===== config.mk =====
export PLATFORM = sky130hd
export DESIGN_NAME = event_ctrl_unit
export DESIGN_NICKNAME = d
export VERILOG_FILES = /design/src/rtl/event_ctrl_unit.sv
export SDC_FILE = /design/constraint.sdc
export NUM_CORES = 1
export LEC_CHECK = 0
export ABC_AREA = 1
export ABC_CLOCK_PERIOD_IN_PS = 1900
export BUFFER_PORTS_ARGS = -buffer_cell sky130_fd_sc_hd__clkbuf_2
export CAP_MARGIN = 0
export CORE_MARGIN = 4
export CORE_UTILIZATION = 54
export DETAILED_ROUTE_END_ITERATION = 12
export GPL_TIMING_DRIVEN = 0
export PLACE_DENSITY = 0.84
export SYNTH_ARGS = -nofsm -noshare
export SYNTH_HDL_FRONTEND = slang
export SYNTH_SLANG_ARGS = --single-unit

===== constraint.sdc =====
create_clock -name clk -period 1.9 [get_ports clk]
set_input_delay 0.38 -clock clk [delete_from_list [all_inputs] [get_ports clk]]
set_output_delay 0.38 -clock clk [all_outputs]
set_load 0.02 [all_outputs]

===== src/rtl/event_ctrl_unit.sv =====
// event_ctrl_unit
// Multi-channel event-control detector. Each of N single-bit channels is
// compared against its previous-cycle sample and checked for any-change,
// posedge or negedge. The check is qualified per channel by iff_i. All
// qualified hits are OR-combined into one registered event. That event is
// offered on a valid/ready handshake, together with a channel mask and two
// saturating counters.
//
// Ports
//   clk            rising-edge clock
//   rst_n          asynchronous active-low reset
//   en_i           detector enable; low returns the unit to INIT
//   sig_i[N]       watched channels
//   iff_i[N]       per-channel qualifier
//   mode_i[2N]     per-channel mode: 00 any, 01 pos, 10 neg, 11 off
//   evt_valid_o    event pending
//   evt_ready_i    consumer accepts the pending event
//   evt_mask_o[N]  channels contributing to the pending event
//   evt_count_o    events raised since reset (saturating)
//   merge_count_o  hits merged into an already pending event (saturating)
module event_ctrl_unit #(
   parameter int N     = 4,
   parameter int CNT_W = 8
) (
   input  logic             clk,
   input  logic             rst_n,
   input  logic             en_i,
   input  logic [N-1:0]     sig_i,
   input  logic [N-1:0]     iff_i,
   input  logic [2*N-1:0]   mode_i,
   output logic             evt_valid_o,
   input  logic             evt_ready_i,
   output logic [N-1:0]     evt_mask_o,
   output logic [CNT_W-1:0] evt_count_o,
   output logic [CNT_W-1:0] merge_count_o
);

   typedef enum logic [1:0] {
      ST_INIT    = 2'b00,
      ST_ARMED   = 2'b01,
      ST_PENDING = 2'b10
   } state_t;

   localparam logic [CNT_W-1:0] CNT_MAX = {CNT_W{1'b1}};

   // Saturating increment: the counter sticks at its maximum instead of wrapping.
   function automatic logic [CNT_W-1:0] sat_inc(input logic [CNT_W-1:0] v);
      if (v == CNT_MAX) begin
         sat_inc = v;
      end else begin
         sat_inc = v + {{(CNT_W-1){1'b0}}, 1'b1};
      end
   endfunction

   state_t           state_q, state_d;
   logic [N-1:0]     sig_q;
   logic             valid_q, valid_d;
   logic [N-1:0]     mask_q, mask_d;
   logic [CNT_W-1:0] evt_cnt_q, evt_cnt_d;
   logic [CNT_W-1:0] merge_cnt_q, merge_cnt_d;
   logic [N-1:0]     hit_s;
   logic             fire_s;

   // Per-channel hit detection against the previous sample.
   // Nothing is detected while in INIT, because INIT only captures the baseline.
   always_comb begin
      hit_s = {N{1'b0}};
      for (int i = 0; i < N; i++) begin
         case (mode_i[2*i +: 2])
            2'b00:   hit_s[i] = sig_q[i] ^ sig_i[i];
            2'b01:   hit_s[i] = ~sig_q[i] & sig_i[i];
            2'b10:   hit_s[i] = sig_q[i] & ~sig_i[i];
            default: hit_s[i] = 1'b0;
         endcase
      end
      if (state_q == ST_INIT) begin
         hit_s = {N{1'b0}};
      end else begin
         hit_s = hit_s & iff_i;
      end
   end

   assign fire_s = |hit_s;

   // Next-state, event-register and counter update logic.
   always_comb begin
      state_d     = state_q;
      valid_d     = valid_q;
      mask_d      = mask_q;
      evt_cnt_d   = evt_cnt_q;
      merge_cnt_d = merge_cnt_q;
      if (!en_i) begin
         state_d = ST_INIT;
         valid_d = 1'b0;
         mask_d  = {N{1'b0}};
      end else begin
         case (state_q)
            ST_INIT: begin
               state_d = ST_ARMED;
            end
            ST_ARMED: begin
               if (fire_s) begin
                  state_d   = ST_PENDING;
                  valid_d   = 1'b1;
                  mask_d    = hit_s;
                  evt_cnt_d = sat_inc(evt_cnt_q);
               end else begin
                  state_d = ST_ARMED;
               end
            end
            ST_PENDING: begin
               if (evt_ready_i && fire_s) begin
                  // The pending event is consumed and a new one is raised in the
                  // same cycle, so valid stays high with no dead cycle.
                  mask_d    = hit_s;
                  evt_cnt_d = sat_inc(evt_cnt_q);
               end else if (evt_ready_i) begin
                  state_d = ST_ARMED;
                  valid_d = 1'b0;
                  mask_d  = {N{1'b0}};
               end else if (fire_s) begin
                  mask_d      = mask_q | hit_s;
                  merge_cnt_d = sat_inc(merge_cnt_q);
               end else begin
                  state_d = ST_PENDING;
               end
            end
            default: begin
               state_d = ST_INIT;
               valid_d = 1'b0;
               mask_d  = {N{1'b0}};
            end
         endcase
      end
   end

   // State, sample and output registers.
   always_ff @(posedge clk or negedge rst_n) begin
      if (!rst_n) begin
         state_q     <= ST_INIT;
         sig_q       <= {N{1'b0}};
         valid_q     <= 1'b0;
         mask_q      <= {N{1'b0}};
         evt_cnt_q   <= {CNT_W{1'b0}};
         merge_cnt_q <= {CNT_W{1'b0}};
      end else begin
         state_q     <= state_d;
         sig_q       <= sig_i;
         valid_q     <= valid_d;
         mask_q      <= mask_d;
         evt_cnt_q   <= evt_cnt_d;
         merge_cnt_q <= merge_cnt_d;
      end
   end

   assign evt_valid_o   = valid_q;
   assign evt_mask_o    = mask_q;
   assign evt_count_o   = evt_cnt_q;
   assign merge_count_o = merge_cnt_q;

endmodule


==> impl_metrics.json <==
{
  "status": "complete, no violations",
  "placedInstanceArea_mm2": 0.00205,
  "dieHeight_um": 65.7,
  "crit_type": "reg -> reg",
  "placementRows": 20,
  "grt_start_max_net_pins": 28,
  "grt_total_ovfl": 0,
  "max-cap-violations": 0,
  "path_max_fanout": 7,
  "root_buffer": "clkbuf_4",
  "total_number_of_h_tree_levels": 1,
  "max_slew.worst_pin.slew_ns": 0.650,
  "fin_worst_hold_slack_ns": 0.0497,
  "crit_share_post_route_pct": 94.4,
  "gp_routability_congestion": 0.845,
  "synth_nets": 256,
  "cp.required_ns": 2.13,
  "first_global_vias": 1458,
  "start_kind": "register",
  "syn-mean-instance-area_um2": 8.09,
  "design_area_mm2": 0.00217,
  "grt_antenna_before_repair": 0,
  "report.final.setup_viol": 0,
  "remaining_drc_errors": 0,
  "drt_wl_total_um": 3490,
  "clock_path_buffers": 2,
  "leakagePower_uw": 0.00117,
  "drv_slew": 0,
  "dr.first_iter.drc_count": 30,
  "drtPass1Iterations": 6,
  "numPortBuffers": 40,
  "ff_latch_area_um2": 676,
  "drt.antenna.violating_nets": 0,
  "synthDominantAreaCellType": "dfrtp_1",
  "multi_input_area_mm2": 0.00102,
  "route.vias.total": 1542,
  "setup-tns-final_ns": 0,
  "synth.yosys.warnings": 0,
  "floorplan.die_area_mm2": 0.00431,
  "count_of_state_elements_after_synthesis": 27,
  "hpwlAfterDp_um": 2640,
  "power-per-cell-area_mw_per_mm2": 716,
  "placed_cells": 306,
  "grt_pass1_wl_um": 5950,
  "distinct_cells_synth": 24,
  "clock_sinks": 27,
  "synthTopCellsByArea": "dfrtp_1 (38%), nand2_1 (12%), ha_1 (9.8%)",
  "wl_per_cell_um": 11.1,
  "io_pins": 41,
  "viasPerCell": 4.90,
  "clkTransAtPathRegs_ns": 0.15,
  "coreArea_mm2": 0.00313,
  "netlist_area_mm2": 0.00180,
  "layout-area-overhead-vs-synth_pct": 21.1,
  "vdd_ir_drop_max_v": 0.000372,
  "critical_path_arrival_ns": 2.02,
  "endpoint_kind": "register",
  "tritoncts.num_buffers": 3,
  "floorplan.initialDensity_pct": 57.4,
  "timing.fmax_mhz": 558,
  "grt.total_usage_pct": 17.3,
  "min_period_ns": 1.79,
  "die_width_um": 65.7,
  "final_layout_size_suffix_gt1_share_pct": 33.9,
  "cts_tree": "yes",
  "yosys_top_cell_area_share_pct": 37.6,
  "worstSkewPairLatency_ns": 0.32,
  "fillerInstances": 252,
  "finish.cell_count_without_fillers": 315,
  "ys_seq_area_share_pct": 37.6,
  "timing.hold.worst.class": "in -> async",
  "finalClockSkew_ns": 0.00594,
  "netlist_instances": 222,
  "finalHoldViolations": 0,
  "diodes": 0,
  "timing.slew.headroom_pct": 56.7,
  "final_net_count": 306
}
[flip-flops by register name (all words and copies together), names as in the netlist]
| name | flops |
|---|---|
| evt_mask_o | 4 |
| merge_count_o | 8 |
| evt_valid_o | 1 |
| sig_q | 4 |
| state_q | 2 |
| evt_count_o | 8 |
[cell type report]
cell class	count	area share (%)
repair buffers	45	11.7
inverters	33	5.70
multi-input cells	161	46.8
well taps	44	2.53
flip-flops and latches	27	31.1
plain buffers	1	0.921
clock inverters	1	0.230
clock buffers	3	1.04
[layout by cell type, fill, tap and decap left out, types with 2 or more instances in the layout]
| cell | netlist | routed |
|---|---|---|
| clkbuf_2 | 0 | 40 |
| inv_1 | 29 | 27 |
| o21ai_1 | 2 | 3 |
| nand2_4 | 0 | 2 |
| a21oi_1 | 5 | 5 |
| xor2_1 | 8 | 8 |
| nand3_1 | 12 | 11 |
| o21ai_0 | 5 | 4 |
| nor2_4 | 2 | 2 |
| nand3_2 | 4 | 5 |
| nor2_1 | 20 | 15 |
| nand2_2 | 10 | 9 |
| clkbuf_4 | 0 | 3 |
| inv_2 | 4 | 6 |
| nand2_1 | 59 | 58 |
| buf_4 | 0 | 4 |
| xnor2_1 | 4 | 4 |
| nand3b_1 | 3 | 3 |
| nor2_2 | 1 | 6 |
| dfrtp_1 | 27 | 27 |
| ha_1 | 14 | 13 |
| o21ai_2 | 7 | 7 |
[layer usage]
metal	GRT usage (%)	wire length [um]	up-vias
li1	-	-	790
met1	21.2	1530	714
met2	30.4	1750	32
met3	2.05	155	6
met4	7.25	54	0
met5	0	0	-
[worst max-delay path, stage by stage, from the launching register on]
cell and delay, ns:
dfrtp_1 0.45, inv_2 0.08, ha_2 0.17, inv_2 0.06, nand2_1 0.05, nor2_1 0.04
nand3_2 0.09, nand2_2 0.07, nor2_4 0.21, nand2_4 0.10, nand3_4 0.16, clkbuf_16 0.17
o21ai_2 0.04
[worst paths after layout]
path,from,slack (ns),end,depth (start not counted)
max,state_q[1],0.11,evt_count_o[5],12
min,rst_n,0.05,state_q[0],1
max reg2reg,state_q[1],0.11,evt_count_o[5],12
min reg2reg,evt_valid_o,0.53,evt_valid_o,2
max in group asynchronous,rst_n,1.43,merge_count_o[0],1
min in group clk,sig_i[2],0.18,sig_q[2],1
[stage by stage]
stage          util, %  worst slack [ns]  power [uW]
2_1_floorplan        -             0.229        1110
3_3_place_gp      65.6            0.0731        1250
3_5_place_dp      65.6            0.0501        1260
4_1_cts           66.4            0.0361        1520
5_1_grt           69.5           -0.0151        1670
6_report          69.5             0.106        1560
[repair_timing]
action	4_1_cts	5_1_grt
gates resized for setup	0	15
hold buffers	0	0
setup endpoints to repair	0	20
setup buffers	0	4
[Yosys cell counts]
master,number
nand2_1,59
inv_1,29
dfrtp_1,27
nor2_1,20
ha_1,14
nand3_1,12
nand2_2,10
xor2_1,8
o21ai_2,7
a21oi_1,5
o21ai_0,5
inv_2,4
nand3_2,4
xnor2_1,4
nand3b_1,3
nor2_4,2
o21ai_1,2
a211oi_2,1
buf_6,1
nand3_4,1
nand3b_4,1
nor2_2,1
nor3_4,1
nor4_1,1
[where the power goes]
group	leakage (uW)	internal [uW]	switching (uW)	total [uW]
Clock	0.0000177	78.9	168	247
Combinational	0.000800	228	361	589
Sequential	0.000350	646	75.3	721
[cells by family after synthesis]
logic type / count (synthesis) / synth area share, %
fa+ha+maj: 14 / 9.76
simple gates: 115 / 31.8
xor+xnor: 12 / 5.85
flops: 27 / 37.6
buf+inv: 34 / 7.53
compound gates: 20 / 7.46
(Power assumes the default switching activity.)
